File: src/rtl/elevator_controller.sv
`default_nettype none
// ============================================================================
// Module      : elevator_controller
// Description : Single-car elevator controller. Latches per-floor calls,
//               services them with a direction-preferring scan, and times
//               floor travel and door dwell from a synchronised slow tick.
// Revision    : 1.0 - initial release
// ============================================================================
module elevator_controller #(
    parameter int N_FLOORS     = 4,
    parameter int TRAVEL_TICKS = 3,
    parameter int DOOR_TICKS   = 5
) (
    input  logic                        clk50,
    input  logic                        reset,
    input  logic                        div_clk,
    input  logic [N_FLOORS-1:0]         call_req,
    output logic [$clog2(N_FLOORS)-1:0] current_floor,
    output logic                        moving_up,
    output logic                        moving_down,
    output logic                        door_open,
    output logic [N_FLOORS-1:0]         pending
);

    localparam int FW   = $clog2(N_FLOORS);
    localparam int MAXT = (TRAVEL_TICKS > DOOR_TICKS) ? TRAVEL_TICKS : DOOR_TICKS;
    localparam int CW   = $clog2(MAXT + 1);

    localparam logic [FW-1:0] C_TOP_FLOOR = FW'(N_FLOORS - 1);
    localparam logic [FW-1:0] C_GROUND    = '0;
    localparam logic [CW-1:0] C_TRAVEL    = CW'(TRAVEL_TICKS);
    localparam logic [CW-1:0] C_DOOR      = CW'(DOOR_TICKS);
    localparam logic [CW-1:0] C_CNT_MAX   = {CW{1'b1}};

    typedef enum logic [1:0] {
        IDLE      = 2'd0,
        MOVE_UP   = 2'd1,
        MOVE_DOWN = 2'd2,
        DOOR_OPEN = 2'd3
    } state_t;

    state_t              r_state, w_state_n;
    logic [FW-1:0]       r_floor, w_floor_n, w_step_floor;
    logic [N_FLOORS-1:0] r_pending, w_pending_n, w_set, w_clr;
    logic [CW-1:0]       r_cnt, w_cnt_n, w_cnt_inc;
    logic                r_dir_up, w_dir_up_n;
    logic                r_sync1, r_sync2, r_sync_prev;
    logic                w_tick;
    logic                w_above_cur, w_below_cur, w_above_step, w_below_step;

    // Two-flop synchroniser for div_clk plus one delay flop for edge detection
    always_ff @(posedge clk50) begin
        if (reset) begin
            r_sync1     <= 1'b0;
            r_sync2     <= 1'b0;
            r_sync_prev <= 1'b0;
        end else begin
            r_sync1     <= div_clk;
            r_sync2     <= r_sync1;
            r_sync_prev <= r_sync2;
        end
    end

    assign w_tick = r_sync2 & ~r_sync_prev;

    // Saturating tick counter increment
    assign w_cnt_inc = (r_cnt == C_CNT_MAX) ? r_cnt : r_cnt + CW'(1);

    // Floor the car reaches when the current travel segment completes;
    // clamped so the car can never leave the shaft
    always_comb begin
        w_step_floor = r_floor;
        if (r_state == MOVE_UP && r_floor != C_TOP_FLOOR) begin
            w_step_floor = r_floor + FW'(1);
        end else if (r_state == MOVE_DOWN && r_floor != C_GROUND) begin
            w_step_floor = r_floor - FW'(1);
        end
    end

    // Pending calls above/below the current floor and the arrival floor
    always_comb begin
        w_above_cur  = 1'b0;
        w_below_cur  = 1'b0;
        w_above_step = 1'b0;
        w_below_step = 1'b0;
        for (int i = 0; i < N_FLOORS; i++) begin
            if (r_pending[i]) begin
                if (i > int'(r_floor))      w_above_cur  = 1'b1;
                if (i < int'(r_floor))      w_below_cur  = 1'b1;
                if (i > int'(w_step_floor)) w_above_step = 1'b1;
                if (i < int'(w_step_floor)) w_below_step = 1'b1;
            end
        end
    end

    // Next-state, next-floor, counter, direction and pending-call logic
    always_comb begin
        w_state_n  = r_state;
        w_floor_n  = r_floor;
        w_cnt_n    = r_cnt;
        w_dir_up_n = r_dir_up;
        w_set      = call_req;
        w_clr      = '0;

        // A call at the floor whose door is already open is absorbed; it only
        // holds the door longer (handled below)
        if (r_state == DOOR_OPEN) begin
            w_set[r_floor] = 1'b0;
        end

        case (r_state)
            IDLE: begin
                w_cnt_n = '0;
                if (r_pending[r_floor]) begin
                    w_state_n      = DOOR_OPEN;
                    w_clr[r_floor] = 1'b1;
                end else if (w_above_cur && (r_dir_up || !w_below_cur)) begin
                    w_state_n  = MOVE_UP;
                    w_dir_up_n = 1'b1;
                end else if (w_below_cur) begin
                    w_state_n  = MOVE_DOWN;
                    w_dir_up_n = 1'b0;
                end
            end

            MOVE_UP, MOVE_DOWN: begin
                if (w_tick) begin
                    if (w_cnt_inc >= C_TRAVEL) begin
                        w_floor_n = w_step_floor;
                        w_cnt_n   = '0;
                        if (r_pending[w_step_floor]) begin
                            w_state_n           = DOOR_OPEN;
                            w_clr[w_step_floor] = 1'b1;
                        end else if ((r_state == MOVE_UP) ? !w_above_step : !w_below_step) begin
                            w_state_n = IDLE;
                        end
                    end else begin
                        w_cnt_n = w_cnt_inc;
                    end
                end
            end

            DOOR_OPEN: begin
                if (call_req[r_floor]) begin
                    w_cnt_n = '0;
                end else if (w_tick) begin
                    if (w_cnt_inc >= C_DOOR) begin
                        w_state_n = IDLE;
                        w_cnt_n   = '0;
                    end else begin
                        w_cnt_n = w_cnt_inc;
                    end
                end
            end

            default: begin
                w_state_n = IDLE;
                w_cnt_n   = '0;
            end
        endcase

        // Clearing wins over a same-cycle call: the opening door serves it
        w_pending_n = (r_pending | w_set) & ~w_clr;
    end

    // State and datapath registers
    always_ff @(posedge clk50) begin
        if (reset) begin
            r_state   <= IDLE;
            r_floor   <= '0;
            r_pending <= '0;
            r_cnt     <= '0;
            r_dir_up  <= 1'b1;
        end else begin
            r_state   <= w_state_n;
            r_floor   <= w_floor_n;
            r_pending <= w_pending_n;
            r_cnt     <= w_cnt_n;
            r_dir_up  <= w_dir_up_n;
        end
    end

    assign current_floor = r_floor;
    assign pending       = r_pending;
    assign moving_up     = (r_state == MOVE_UP);
    assign moving_down   = (r_state == MOVE_DOWN);
    assign door_open     = (r_state == DOOR_OPEN);

endmodule
`default_nettype wire

File: config.mk
export PLATFORM = sky130hd
export DESIGN_NAME = elevator_controller
export DESIGN_NICKNAME = d
export VERILOG_FILES = /design/src/rtl/elevator_controller.sv
export SDC_FILE = /design/constraint.sdc
export NUM_CORES = 1
export LEC_CHECK = 0
export BUFFER_PORTS_ARGS = -buffer_cell sky130_fd_sc_hd__buf_2
export CAP_MARGIN = 5
export CORE_MARGIN = 4
export CORE_UTILIZATION = 49
export CTS_CLUSTER_SIZE = 8
export DETAILED_ROUTE_END_ITERATION = 12
export GPL_TIMING_DRIVEN = 0
export PLACE_DENSITY = 0.68
export SLEW_MARGIN = 40
export SYNTH_ARGS = -nofsm -noshare
export SYNTH_HDL_FRONTEND = slang
export SYNTH_SLANG_ARGS = --single-unit
File: constraint.sdc
create_clock -name clk50 -period 2.8 [get_ports clk50]
set_input_delay 0.28 -clock clk50 [delete_from_list [all_inputs] [get_ports clk50]]
set_output_delay 0.28 -clock clk50 [all_outputs]
set_load 0.02 [all_outputs]
# After elaboration in Yosys (flattened, before gate mapping)
# Cells that the tools add are included.
totals:
  register_bits: 15
  inputBits: 7
  output_inout_bits: 9
  word_cells: 130
op_classes:
  addsub: 3
  magnitude_cmp: 18
  eq_ne: 13
  muxes: 63
  n_bitwise: 8
  reduce_logical: 17
op_table:
  columns: ["op", "n"]
  rows:
  - ["$mux 1", 32]
  - ["$mux 2", 12]
  - ["$mux 4", 5]
  - ["$mux 3", 6]
  - ["$pmux 3 s3", 1]
  - ["$and 4x4->4", 2]
  - ["$gt 2x2->1 const A", 4]
  - ["$lt 1x2->1 const A", 4]
  - ["$ne 2x2->1 const B", 4]
  - ["$not 4->4", 2]
  - ["$pmux 4 s2", 1]
  - ["$reduce_and 7->1", 1]
  - ["$bmux 1 s2", 3]
  - ["$lt 2x3->1 const B", 2]
  - ["$pmux 2 s3", 1]
  - ["$reduce_and 3->1", 2]
  - ["$logic_and 1x1->1", 5]
  - ["$demux 1 s2", 2]
  - ["$eq 2x2->1 const B", 2]
  - ["$ge 2x1->1 const B", 2]
  - ["$gt 1x2->1 const A", 2]
  - ["$lt 2x2->1 const A", 2]
  - ["$ne 2x1->1 const B", 2]
  - ["$ne 4x4->1 const B", 1]
  - ["18 further kinds", 22]

# Longest topological paths before layout
# Gate-level depths: netlist of the first run.
depth:
  word_depth: 18
  ltp_mapped: 10
  mapped_depth_nobuf: 8

# Worst setup path before layout of the first run
# OpenSTA, ideal clock, no wires.
synth_timing:
  path_kind: "register to register"
  start: "reg r_floor[1], in the netlist current_floor[1]"
  end: "reg r_state[0]"
  setup_ns: 0.123
  arrival_ns: 2.584
  t_required_ns: 2.677
  setup_slack_ns: 0.093
  path_stages_with_launch: 11
  n_path_buf: 2
  cell_sequence: "dfxtp_1 > clkbuf_1 > inv_1 > ha_1 > nor2b_1 > buf_2 > o21a_1 > o211ai_1 > a221o_1 > a41oi_2 > mux2_1"
synth_via:
  elab_chain_len: 15
  elab_cells_between_ends: 66
synth_rtl:
  columns: ["item", "line", "rtl"]
  rows:
  - ["from (decl)", "43", "logic [FW-1:0] r_floor, w_floor_n, w_step_floor;"]
  - ["from (signal assigned)", "176", "r_floor <= w_floor_n;"]
  - ["parallel branches: the longest is 15 deep, another holds $sub 2x1->2", null, null]
  - ["to (signal assigned)", "175", "r_state <= w_state_n;"]
  - ["to (decl)", "42", "state_t r_state, w_state_n;"]
# Several ways; the timed one is not identified. The select of a mux whose other input is x is not followed.
# A chain may end at the register's enable or synchronous reset.

# Worst setup path after layout of the first run
layout_timing:
  start: "reg r_floor[1], in the netlist current_floor[1]"
  end: "reg r_state[1]"
# Same word-level chain as after synthesis.

==> impl_results.md, run 1 <==
- Status: finished clean
- Antenna diode count: 0
- Worst EP required: 2.98 ns
- Max-slew violation total from the final report: 0
- #FFs+latches synth: 15
- Layout net count: 209
- Hold violation count in the final report: 0
- Area of combinational cells with multiple inputs: slightly below 1000 um2
- Cell count after synthesis: around 170
- Non-Filler Cell Area, Final: 1560 um2
- Maximum fanout encountered on the critical timing path: 9
- Die Ht: 60.4 um
- Insertion delay of the later-clocked pin in the worst-skew pair: about 0.30 ns
- Number of global-route vias before repair: 1,293
- Number of nets with antenna violations after detailed routing: 0
- Final cell count without fillers: 219
- LEAKAGE: roughly 0.00066 uW
- # clock sinks: 15
- Count of buffers from port buffering: 15
- Mean instance size in the synthesized netlist: 8.02 um2
- Die span in x: 60.4 um
- Library cell used as clock root buffer: sky130_fd_sc_hd__clkbuf_4
- Post-synth net total: about 190
- Max Freq: 0.373 GHz
- Pin count of the biggest net entering global routing: 11
- Power density normalized to cell area: 533 nW/um2
- Yosys Warn Count: 0
- Number of setup violations in the final report: 0
- Category of the critical setup timing path: register to register
- Post-layout total power: 829 uW
- Routability congestion estimate: 0.884
- Count of flip-flops with a built-in enable after synthesis: 0
- Worst-case clock buffer depth: 2
- Post-route minimum period: 2.68 ns
- GRT overflow: 0
- Post-synthesis cell area: 1350 um2
- Top_reg_cell synth: sky130_fd_sc_hd__dfxtp_1
- Layout filler cell count: approximately 250
- Drt via density: 6.26
- Number of DRC markers in iteration 0: 77
- Cell Area, Placed: about 1500 um2
- Data arrival time of the critical path: 2.86 ns
- Initial antenna violation count: 0
- Aggregate negative setup slack: 0 ns
- Placeable core region: between 2000 and 3000 um2
- Max-slew headroom at the worst pin: 70.0%
- TritonCTS clock tree: built
- VDD IR max: 0.474 mV
- Sequential fraction of the synthesis area: approximately 22%
- Max-cap violations: 0
- I/O Pins: 16
- Number of rows created at floorplan: 18
- Total wirelength of the detailed-routed design: around 3.6 mm
- Worst setup skew after layout: 0.0132 ns
- Placed wire-length estimate after detailed placement: 2.70 mm
- Total via count after detailed routing: 1,370
- Detailed Routing Iterations Pass 1: 4
- Dpl cells: about 210
- Count of H-tree levels built during CTS: 1
- First-pass GRT wire length: 6.04 mm
- Worst-margin pin slew: between 0.4 and 0.5 ns
- Clock transition time at the flip-flop clock pins of the worst setup and hold paths: 0.11 ns
- Proportion of layout cells with a drive suffix above 1: 22.2%
- Share of flip-flops with an asynchronous set or reset: 0%
- Kind of end point of the critical path: register
- Number of buffers added by the clock tree synthesis step: 3
- Routed length per placed instance: 16.5 um
- Crit path launch type: register
- Area Overhead vs Synth: 15.4%
- Floorplan die area: about 3700 um2
- Number of different library cells in the post-synthesis netlist: 42
- Effective utilization at floorplan: between 50% and 60%
- Classification of the worst-slack hold path: input port to register
- Sequential Area: 303 um2
- Total GRT Usage: 21.8%
- Count of hold buffers inserted by post-cts repair: 0
- DRC violation count after routing: 0
- Fraction of the cycle the final worst path needs: 95.7%
## registers in the layout, summed over array words and instances (netlist names)
| signal | cells |
|---|---|
| r_sync_prev | 1 |
| r_sync1 | 1 |
| pending | 4 |
| r_state | 2 |
| r_dir_up | 1 |
| r_cnt | 3 |
| current_floor | 2 |
| r_sync2 | 1 |
## power breakdown
group	total, uW	internal (uW)	switching, uW
registers	258	235	22.8
logic	439	182	258
clock network	132	53.2	79.2
total	829	470	360
## stage by stage
stage	worst slack [ns]	util (%)	hold slack, ns
floorplan	0.0929	-	0.399
finish	0.119	61.1	0.195
global placement	-0.138	57.4	0.416
CTS	0.0326	58.9	0.190
global route	-0.000890	61.1	0.230
detailed placement	-0.221	57.4	0.428
## cells in the final DEF, fill, tap and decap left out, types with 2 or more instances in the layout
cell / n
sky130_fd_sc_hd__o2111ai_1: 4
sky130_fd_sc_hd__mux2i_1: 2
sky130_fd_sc_hd__buf_4: 3
sky130_fd_sc_hd__a31oi_1: 5
sky130_fd_sc_hd__clkbuf_1: 4
sky130_fd_sc_hd__dfxtp_2: 2
sky130_fd_sc_hd__xnor2_1: 2
sky130_fd_sc_hd__and3b_1: 3
sky130_fd_sc_hd__nand2_1: 8
sky130_fd_sc_hd__ha_1: 10
sky130_fd_sc_hd__nand3b_1: 4
sky130_fd_sc_hd__clkbuf_4: 4
sky130_fd_sc_hd__buf_2: 16
sky130_fd_sc_hd__a221o_1: 2
sky130_fd_sc_hd__or2_2: 3
sky130_fd_sc_hd__dfxtp_1: 13
sky130_fd_sc_hd__o21a_1: 2
sky130_fd_sc_hd__nand2b_1: 4
sky130_fd_sc_hd__nor2b_1: 5
sky130_fd_sc_hd__mux2_1: 2
sky130_fd_sc_hd__mux4_2: 2
sky130_fd_sc_hd__inv_1: 11
sky130_fd_sc_hd__o211ai_1: 3
sky130_fd_sc_hd__nand3_1: 2
sky130_fd_sc_hd__nor2_1: 14
sky130_fd_sc_hd__ha_4: 2
sky130_fd_sc_hd__nor3_1: 5
sky130_fd_sc_hd__nor4bb_1: 2
sky130_fd_sc_hd__o21ai_0: 8
sky130_fd_sc_hd__clkinvlp_4: 2
sky130_fd_sc_hd__a21oi_1: 19
sky130_fd_sc_hd__a211o_1: 4
## cell usage after synthesis, types with 2 or more instances
| cell | n | area (um2) |
|---|---|---|
| sky130_fd_sc_hd__a21oi_1 | 19 | 95.1 |
| sky130_fd_sc_hd__dfxtp_1 | 15 | 300 |
| sky130_fd_sc_hd__nor2_1 | 14 | 52.6 |
| sky130_fd_sc_hd__inv_1 | 13 | 48.8 |
| sky130_fd_sc_hd__ha_1 | 12 | 150 |
| sky130_fd_sc_hd__nand2_1 | 8 | 30.0 |
| sky130_fd_sc_hd__o21ai_0 | 8 | 40.0 |
| sky130_fd_sc_hd__a31oi_1 | 5 | 31.3 |
| sky130_fd_sc_hd__clkbuf_1 | 5 | 18.8 |
| sky130_fd_sc_hd__nor2b_1 | 5 | 31.3 |
| sky130_fd_sc_hd__nor3_1 | 5 | 25.0 |
| sky130_fd_sc_hd__a211o_1 | 4 | 35.0 |
| sky130_fd_sc_hd__nand2b_1 | 4 | 25.0 |
| sky130_fd_sc_hd__nand3b_1 | 4 | 30.0 |
| sky130_fd_sc_hd__o2111ai_1 | 4 | 35.0 |
| sky130_fd_sc_hd__and3b_1 | 3 | 26.3 |
| sky130_fd_sc_hd__o211ai_1 | 3 | 22.5 |
| sky130_fd_sc_hd__o21a_1 | 3 | 22.5 |
| sky130_fd_sc_hd__or2_2 | 3 | 18.8 |
| sky130_fd_sc_hd__a221o_1 | 2 | 20.0 |
| sky130_fd_sc_hd__buf_2 | 2 | 10.0 |
| sky130_fd_sc_hd__mux2_1 | 2 | 22.5 |
| sky130_fd_sc_hd__mux2i_1 | 2 | 20.0 |
| sky130_fd_sc_hd__mux4_2 | 2 | 45.0 |
| sky130_fd_sc_hd__nand3_1 | 2 | 10.0 |
| sky130_fd_sc_hd__nor4bb_1 | 2 | 20.0 |
| sky130_fd_sc_hd__xnor2_1 | 2 | 17.5 |
## critical path: stages, from the launching register on
cell                         delay, ns
sky130_fd_sc_hd__dfxtp_2          0.37
sky130_fd_sc_hd__buf_4            0.19
sky130_fd_sc_hd__clkinvlp_4       0.18
sky130_fd_sc_hd__ha_4             0.27
sky130_fd_sc_hd__or3b_2           0.48
sky130_fd_sc_hd__o2111ai_1        0.12
sky130_fd_sc_hd__nand3_1          0.14
sky130_fd_sc_hd__a222oi_1         0.43
sky130_fd_sc_hd__a21oi_1          0.07
sky130_fd_sc_hd__mux2_1           0.31
## per-layer routing
metal / vias to the layer above / wire length [um] / share of wire (%) / global-route usage [%]
met5: - / 0 / 0 / 0
met4: 0 / 78 / 2.2 / 7.74
met3: 9 / 280 / 7.7 / 2.77
met2: 58 / 1690 / 47 / 35.6
met1: 645 / 1560 / 43 / 29.7
li1: 658 / - / - / -
## path summary, 6_finish.rpt
path                                               startpoint                       to  slack [ns]  cells after the start
worst max-delay path            current_floor[1]$_SDFFE_PP0P_  r_state[1]$_SDFFE_PP0P_        0.12                      9
worst min-delay path                                  div_clk       r_sync1$_SDFF_PP0_        0.20                      2
worst max register to register  current_floor[1]$_SDFFE_PP0P_  r_state[1]$_SDFFE_PP0P_        0.12                      9
worst min register to register             r_sync1$_SDFF_PP0_       r_sync2$_SDFF_PP0_        0.45                      1
## cell type report
cell class,instances,area share [%]
Sequential cell,15,19.5
Multi-Input combinational cell,132,63.7
Clock inverter,1,0.322
Buffer,8,3.22
Timing Repair Buffer,17,5.79
Inverter,13,3.62
Clock buffer,3,1.45
Tap cell,30,2.41
## what timing repair did
action	4_1_cts	5_1_grt
resized for setup	4	10
buffers inserted	0	2
pin swaps	0	2
setup endpoints to repair	2	2
## logic make-up (layout without fill, tap and decap cells)
group / after synthesis / count (layout) / share of synthesized area, %
buffers and inverters: 21 / 42 / 6.59
multiplexers: 6 / 6 / 6.50
flip-flops: 15 / 15 / 22.3
AND/OR/NAND/NOR: 57 / 57 / 24.0
XOR/XNOR: 2 / 2 / 1.30
adder cells (fa/ha/maj): 12 / 12 / 11.1
AO/OA/AOI/OAI: 55 / 55 / 28.1
(Power assumes the default switching activity.)
==> run 2: changes to the inputs <==
CTS_BUF_LIST = sky130_fd_sc_hd__clkbuf_8   (was unset)
CTS_CLUSTER_SIZE = 25   (was 8)
==> run 2 against run 1 <==
Compared with the run above:
- sequential power about the same
- maximum frequency about the same
- non-clock buffer count unchanged
- clock skew decreased by 0.0060 ns
- clock power increased by 38%
- register-to-register slack about the same
- core utilization increased by 0.69 points
- global-route usage about the same
- highest routed layer unchanged
==> impl_results.md, run 2 (synthesis gave the netlist of run 1 again) <==
- Floorplan die area: 3650 um2 (unchanged)
- Worst-margin pin slew: 0.477 ns (was 0.445 ns)
- Die Ht: 60.4 um (unchanged)
- Pin count of the biggest net entering global routing: 11 (unchanged)
- Maximum cell stage delay along the critical path: 0.48 ns (about the same)
- Top library cells by usage in the layout, fill and taps aside: 19 x sky130_fd_sc_hd__a21oi_1, 16 x sky130_fd_sc_hd__buf_2, 14 x sky130_fd_sc_hd__nor2_1, 14 x sky130_fd_sc_hd__dfxtp_1, 11 x sky130_fd_sc_hd__inv_1 (was 19 x sky130_fd_sc_hd__a21oi_1, 16 x sky130_fd_sc_hd__buf_2, 14 x sky130_fd_sc_hd__nor2_1)
- Placeable core region: 2540 um2 (unchanged)
- Drt via density: 6.26 (about the same)
- Routed length per placed instance: 16.5 um (about the same)
- First-pass GRT wire length: 6.03 mm (was 6.04 mm)
- Aggregate negative setup slack: 0 ns (unchanged)
- Layout net count: 209 (unchanged)
- Detailed Routing Iterations Pass 1: 4 (unchanged)
- Number of nets with antenna violations after detailed routing: 0 (unchanged)
- Cell with the largest stage delay on the worst path: sky130_fd_sc_hd__or3b_2 (unchanged)
- Initial antenna violation count: 0 (unchanged)
- Number of buffers added by the clock tree synthesis step: 3 (unchanged)
- Insertion delay of the later-clocked pin in the worst-skew pair: 0.26 ns (was 0.30 ns)
- I/O Pins: 16 (unchanged)
- Number of global-route vias before repair: 1,289 (was 1,293)
- Max-slew headroom at the worst pin: 68.2% (was 70.0%)
- Data arrival time of the critical path: 2.81 ns (was 2.86 ns)
- Kind of end point of the critical path: register (unchanged)
- Maximum fanout encountered on the critical timing path: 9 (unchanged)
- Total wirelength of the detailed-routed design: 3.62 mm (about the same)
- Placed wire-length estimate after detailed placement: 2.70 mm (unchanged)
- Count of H-tree levels built during CTS: 1 (unchanged)
- Number of rows created at floorplan: 18 (unchanged)
- Worst EP required: 2.93 ns (was 2.98 ns)
- Power density normalized to cell area: 559 nW/um2 (was 533 nW/um2)
- Count of hold buffers inserted by post-cts repair: 0 (unchanged)
- LEAKAGE: 0.000663 uW (was 0.000656 uW)
- Number of setup violations in the final report: 0 (unchanged)
- Worst-case clock buffer depth: 2 (unchanged)
- Status: finished clean (unchanged)
- Effective utilization at floorplan: 52.9% (unchanged)
- Final standard cell utilization of the core: 61.8% (was 61.1%)
- Crit path launch type: register (unchanged)
- Max-slew violation total from the final report: 0 (unchanged)
- Fraction of the cycle the final worst path needs: 95.7% (about the same)
- Hold violation count in the final report: 0 (unchanged)
- Die span in x: 60.4 um (unchanged)
- Antenna diode count: 0 (unchanged)
- Classification of the worst-slack hold path: input port to register (unchanged)
- Final worst setup slack: 0.121 ns (was 0.119 ns)
- Routability congestion estimate: 0.884 (unchanged)
- Routing usage on met1: 30.2% (was 29.7%)
- DRC violation count after routing: 0 (unchanged)
- Met2 capacity usage during global routing: 35.2% (was 35.6%)
- Total via count after detailed routing: 1,371 (was 1,370)
- Clock transition time at the flip-flop clock pins of the worst setup and hold paths: 0.07 ns (was 0.11 ns)
- Max Freq: 0.373 GHz (about the same)
- # clock sinks: 15 (unchanged)
- Leading cell type in the layout, fill and taps excluded: sky130_fd_sc_hd__a21oi_1 (unchanged)
- Max FFs per register: 4 (unchanged)
- Proportion of layout cells with a drive suffix above 1: 21.7% (was 22.2%)
- Critical-path cell list: buf_6 > clkinvlp_4 > ha_4 > or3b_2 > o2111ai_1 > nand3_1 > a222oi_1 > a21oi_1 > mux2_1 (was buf_4 > clkinvlp_4 > ha_4 > or3b_2 > o2111ai_1 > nand3_1 > a222oi_1 > a21oi_1 > mux2_1)
- Library cell used as clock root buffer: sky130_fd_sc_hd__clkbuf_8 (was sky130_fd_sc_hd__clkbuf_4)
- Area Overhead vs Synth: 16.7% (was 15.4%)
- Category of the critical setup timing path: register to register (unchanged)
- TritonCTS clock tree: built (unchanged)
- Worst setup slack before clock tree synthesis: -0.221 ns (unchanged)
- GRT overflow: 0 (unchanged)
- Max-cap violations: 0 (unchanged)
- Global route hottest layer: met2 (unchanged)
- Post-route minimum period: 2.68 ns (about the same)
- VDD IR max: 0.507 mV (was 0.474 mV)
- Number of DRC markers in iteration 0: 91 (was 77)
- Count of buffers from port buffering: 15 (unchanged)
- Total GRT Usage: 21.8% (about the same)
- Worst setup skew after layout: 0.00716 ns (was 0.0132 ns)
- Met3 track demand over resource: 2.55% (was 2.77%)
-- run 2: cell types whose count changed in the layout (fill, tap and decap cells not counted) --
cell | before | now
sky130_fd_sc_hd__dfxtp_2 | 2 | 1
sky130_fd_sc_hd__dfxtp_1 | 13 | 14
sky130_fd_sc_hd__clkbuf_4 | 4 | 1
sky130_fd_sc_hd__buf_6 | 0 | 2
sky130_fd_sc_hd__buf_8 | 1 | 0
sky130_fd_sc_hd__clkbuf_8 | 0 | 3
sky130_fd_sc_hd__buf_4 | 3 | 2
-- run 2: final timing paths --
kind | slack [ns] | from | cells past startpoint | to
worst min-delay path | 0.24 | div_clk | 2 | r_sync1$_SDFF_PP0_
worst max-delay path | 0.12 | current_floor[1]$_SDFFE_PP0P_ | 9 | r_state[1]$_SDFFE_PP0P_
worst min register to register | 0.44 | r_sync1$_SDFF_PP0_ | 1 | r_sync2$_SDFF_PP0_
worst max register to register | 0.12 | current_floor[1]$_SDFFE_PP0P_ | 9 | r_state[1]$_SDFFE_PP0P_
-- run 2: cell type report --
type | instances | area [um2]
Inverter | 13 | 56.3
Clock buffer | 3 | 41.3
Tap cell | 30 | 37.5
Multi-Input combinational cell | 132 | 991
Fill cell | 245 | 972
Clock inverter | 1 | 5.00
Timing Repair Buffer | 17 | 90.1
Sequential cell | 15 | 302
Buffer | 8 | 50.0
-- run 2: repair_timing --
action                                  4_1_cts  5_1_grt
pin swaps                                     0        2
cloned                                        0        0
setup buffers                                 0        2
endpoints found under the setup margin        2        2
gates resized for setup                       4        9
-- run 2: per-stage QoR --
step	power [uW]	area [um2]	instances	hold slack (ns)
after floorplan	589	1350	168	0.399
after global placement	678	1460	213	0.416
after detailed placement	692	1460	213	0.428
after CTS	877	1520	217	0.237
after global routing	943	1570	219	0.281
final	880	1570	219	0.236
-- run 2: power by group --
part / internal [uW] / switching [uW] / total (uW)
combinational: 182 / 258 / 440
sequential: 235 / 22.7 / 258
clock: 98.8 / 83.0 / 182
total: 516 / 364 / 880
-- run 2: worst max-delay path, delay by kind of cell, from the launching register on --
| kind | cells | cell delay (ns) |
|---|---|---|
| adder cells (fa/ha/maj) | 1 | 0.27 |
| buffers and inverters | 2 | 0.33 |
| multiplexers | 1 | 0.31 |
| AND/OR/NAND/NOR | 2 | 0.62 |
| flip-flops | 1 | 0.40 |
| AO/OA/AOI/OAI | 3 | 0.61 |
-- run 2: layer usage --
layer	part of all wire [%]	wire, um
met2	47	1710
met1	44	1600
met5	0	0
met4	1.5	56
met3	6.9	251
==> run 3: changes to the inputs <==
ABC_AREA = 1   (was unset)
==> run 3 against run 2 <==
Compared with the run above:
- sequential power increased by 6%
- core utilization fell by 1.9 points
- sequential share of layout area increased by 2.6 points
- worst hold slack worse by 0.0048 ns
- count of clock-buffer cells in the layout unchanged
- critical path depth increased by 6
- flip-flop and latch count unchanged
- cell area down 12%
- global-route usage decreased by 1.8 points
- clock skew shrank 0.0044 ns
- combinational power up 10%
- synthesized cell count grew 15%
- largest power group unchanged
==> impl_results.md, run 3 <==
- Library cell used as clock root buffer: sky130_fd_sc_hd__clkbuf_8 (unchanged)
- Sequential fraction of the synthesis area: 24.6% (was 22.3%)
- #FFs+latches synth: 15 (unchanged)
- Count of buffers from port buffering: 15 (unchanged)
- Initial antenna violation count: 0 (unchanged)
- Aggregate negative setup slack: 0 ns (unchanged)
- Synthesized-area fraction occupied by ao, oa, aoi and oai cells: 15.2% (was 28.1%)
- Placeable core region: 2300 um2 (was 2540 um2)
- Number of resized instances in the post-cts repair step: 0 (was 4)
- Worst setup skew after layout: 0.00271 ns (was 0.00716 ns)
- Post-synthesis cell area: 1220 um2 (was 1350 um2)
- Drt via density: 5.41 (was 6.26)
- First-pass GRT wire length: 5.38 mm (was 6.03 mm)
- GRT overflow: 0 (unchanged)
- Floorplan die area: 3350 um2 (was 3650 um2)
- Total GRT Usage: 20.0% (was 21.8%)
- Number of different library cells in the post-synthesis netlist: 22 (was 42)
- Kind of end point of the critical path: register (unchanged)
- Max-slew headroom at the worst pin: 68.6% (was 68.2%)
- Worst-case hold slack: 0.232 ns (was 0.236 ns)
- Classification of the worst-slack hold path: input port to register (unchanged)
- Simple-gate portion of the synthesized area: 37.0% (was 24.0%)
- Pin count of the biggest net entering global routing: 11 (unchanged)
- Hold violation count in the final report: 0 (unchanged)
- Effective utilization at floorplan: 53.1% (was 52.9%)
- Data arrival time of the critical path: 2.33 ns (was 2.81 ns)
- Synthesized-area fraction occupied by adder cells: 12.3% (was 11.1%)
- Placed wire-length estimate after detailed placement: 2.43 mm (was 2.70 mm)
- VDD IR max: 0.455 mV (was 0.507 mV)
- Proportion of layout cells with a drive suffix above 1: 16.0% (was 21.7%)
- Post-synthesis mux area share: 0% (was 6.50%)
- Share of flip-flops with an asynchronous set or reset: 0% (unchanged)
- Synth Area in XOR/XNOR: 0.718% (was 1.30%)
- Buffers inserted during post-CTS setup optimization: 0 (unchanged)
- Fraction of the cycle the final worst path needs: 79.0% (was 95.7%)
- Top cells by instance count after synthesis: 45 x sky130_fd_sc_hd__nand2_1, 23 x sky130_fd_sc_hd__inv_1, 20 x sky130_fd_sc_hd__nor2_1 (was 19 x sky130_fd_sc_hd__a21oi_1, 15 x sky130_fd_sc_hd__dfxtp_1, 14 x sky130_fd_sc_hd__nor2_1)
- Layout net count: 233 (was 209)
- Combinational family with the most area after synthesis: simple AND/OR/NAND/NOR gates (was compound AO/OA/AOI/OAI gates)
- Number of nets with antenna violations after detailed routing: 0 (unchanged)
- Number of setup violations in the final report: 0 (unchanged)
- Maximum fanout encountered on the critical timing path: 9 (unchanged)
- Max-slew violation total from the final report: 0 (unchanged)
- Count of flip-flops with a built-in enable after synthesis: 0 (unchanged)
- Unrepaired setup endpoints after global routing: false
- Worst-margin pin slew: 0.471 ns (was 0.477 ns)
- Worst-case clock buffer depth: 2 (unchanged)
- Yosys Warn Count: 0 (unchanged)
- Area Overhead vs Synth: 12.8% (was 16.7%)
- Count of hold buffers inserted by post-cts repair: 0 (unchanged)
- Mean instance size in the synthesized netlist: 6.29 um2 (was 8.02 um2)
- Share of the synthesized area in the top cell type: 24.6% (was 22.3%)
- Total wirelength of the detailed-routed design: 3.13 mm (was 3.62 mm)
- Cell count after synthesis: 194 (was 168)
- Post-synth net total: 213 (was 187)
- Status: finished clean (unchanged)
- Post-route minimum period: 2.21 ns (was 2.68 ns)
- Number of rows created at floorplan: 17 (was 18)
- Total via count after detailed routing: 1,305 (was 1,371)
- Category of the critical setup timing path: register to register (unchanged)
- Die span in x: 57.9 um (was 60.4 um)
- Top library cells by usage in the layout, fill and taps aside: 45 x sky130_fd_sc_hd__nand2_1, 23 x sky130_fd_sc_hd__inv_1, 20 x sky130_fd_sc_hd__nor2_1 (was 19 x sky130_fd_sc_hd__a21oi_1, 16 x sky130_fd_sc_hd__buf_2, 14 x sky130_fd_sc_hd__nor2_1, 14 x sky130_fd_sc_hd__dfxtp_1, 11 x sky130_fd_sc_hd__inv_1)
- Power density normalized to cell area: 680 nW/um2 (was 559 nW/um2)
- Leading cell type by number of instances after synthesis: sky130_fd_sc_hd__nand2_1 (was sky130_fd_sc_hd__a21oi_1)
- Number of global-route vias before repair: 1,252 (was 1,289)
- Max Freq: 0.452 GHz (was 0.373 GHz)
- Maximum cell stage delay along the critical path: 0.41 ns (was 0.48 ns)
- Top post-synthesis cells by area: sky130_fd_sc_hd__dfxtp_1 25%, sky130_fd_sc_hd__nand2_1 14%, sky130_fd_sc_hd__ha_1 12%, sky130_fd_sc_hd__a21oi_1 7.8%, sky130_fd_sc_hd__inv_1 7.1% (was sky130_fd_sc_hd__dfxtp_1 22%, sky130_fd_sc_hd__ha_1 11%, sky130_fd_sc_hd__a21oi_1 7.1%, sky130_fd_sc_hd__nor2_1 3.9%, sky130_fd_sc_hd__inv_1 3.6%)
- Routability congestion estimate: 0.914 (was 0.884)
- Routed length per placed instance: 13.0 um (was 16.5 um)
- Die Ht: 57.9 um (was 60.4 um)
- Crit path launch type: register (unchanged)
- Leading cell type in the layout, fill and taps excluded: sky130_fd_sc_hd__nand2_1 (was sky130_fd_sc_hd__a21oi_1)
- Number of buffers added by the clock tree synthesis step: 3 (unchanged)
- Clock transition time at the flip-flop clock pins of the worst setup and hold paths: 0.06 ns (was 0.07 ns)
- DRC violation count after routing: 0 (unchanged)
- LEAKAGE: 0.000696 uW (was 0.000663 uW)
- Antenna diode count: 0 (unchanged)
- Count of H-tree levels built during CTS: 1 (unchanged)
- Detailed Routing Iterations Pass 1: 5 (was 4)
- # clock sinks: 15 (unchanged)
- Worst EP required: 2.92 ns (was 2.93 ns)
- Top_reg_cell synth: sky130_fd_sc_hd__dfxtp_1 (unchanged)
- Worst reg-to-reg setup slack: 0.59 ns (was 0.12 ns)
- I/O Pins: 16 (unchanged)
- Insertion delay of the later-clocked pin in the worst-skew pair: 0.25 ns (was 0.26 ns)
- Layout filler cell count: 223 (was 245)
- Cell type with the highest aggregate area in the netlist: sky130_fd_sc_hd__dfxtp_1 (unchanged)
- TritonCTS clock tree: built (unchanged)
- Number of DRC markers in iteration 0: 61 (was 91)
- Critical-path cell list: buf_6 > inv_2 > ha_1 > inv_2 > nand2_4 > nand2_1 > nand3_2 > nand2_2 > inv_1 > nand2_1 > nand2_2 > inv_1 > nand3_1 > a21oi_1 > nor3_1 (was buf_6 > clkinvlp_4 > ha_4 > or3b_2 > o2111ai_1 > nand3_1 > a222oi_1 > a21oi_1 > mux2_1)
- Max FFs per register: 4 (unchanged)
- Max-cap violations: 0 (unchanged)
- Cell with the largest stage delay on the worst path: sky130_fd_sc_hd__dfxtp_1 (was sky130_fd_sc_hd__or3b_2)
## run 3: cell count changes in the layout (fill, tap and decap cells not counted), sizes merged, moves of 5 or more
| cell | delta |
|---|---|
| nand3 | +16 |
| nor2b | -6 |
| a31oi | -5 |
| inv | +17 |
| nand2 | +44 |
| nor2 | +6 |
## run 3: cell type report
class                   count  area [um2]  area share, %
clock buffers               3        41.3           3.00
flip-flops and latches     15         300           21.8
repair buffers             15        75.1           5.45
plain buffers               3        18.8           1.36
clock inverters             1        5.00          0.364
inverters                  28         105           7.64
well taps                  28        35.0           2.55
multi-input cells         148         796           57.8
## run 3: final timing paths
check | start | endpoint | cells past startpoint
min reg2reg | r_sync1$_SDFF_PP0_ | r_sync2$_SDFF_PP0_ | 2
max | current_floor[0]$_SDFFE_PP0P_ | pending[0]$_SDFF_PP0_ | 15
min | reset | current_floor[1]$_SDFFE_PP0P_ | 2
max reg2reg | current_floor[0]$_SDFFE_PP0P_ | pending[0]$_SDFF_PP0_ | 15
## run 3: where the power goes
group,internal [uW],switching (uW)
registers,240,34.3
logic,164,320
clock network,98.5,79.2
total,502,434
## run 3: critical path: cells and delay by family, from the launching register on
| family | cells | cell delay (ns) |
|---|---|---|
| simple gates | 8 | 0.68 |
| buf+inv | 5 | 0.57 |
| flops | 1 | 0.41 |
| fa+ha+maj | 1 | 0.24 |
| compound gates | 1 | 0.17 |
## run 3: cell families after synthesis
kind of cell / count (synthesis)
adders and majority gates: 12
and+or+nand+nor: 100
xor gates and xnor gates: 1
AOI/OAI and AO/OA: 35
DFF: 15
buffers and inverters: 31
## run 3: routing by layer
| metal | global-route usage [%] | up-vias | routed length, um |
|---|---|---|---|
| met5 | 0 | - | 0 |
| met4 | 3.97 | 0 | 21 |
| met3 | 3.56 | 4 | 172 |
| met2 | 34.4 | 45 | 1510 |
| met1 | 26.0 | 592 | 1420 |
| li1 | - | 664 | - |
## run 3: through the flow
stage,total power [uW],instances,setup WS (ns),util (%),cell area [um2]
2_1_floorplan,643,194,0.790,-,1220
6_report,935,241,0.587,59.9,1380
4_1_cts,936,241,0.639,59.9,1380
5_1_grt,1020,241,0.416,59.9,1380
3_3_place_gp,735,237,0.716,57.9,1330
3_5_place_dp,752,237,0.687,57.9,1330
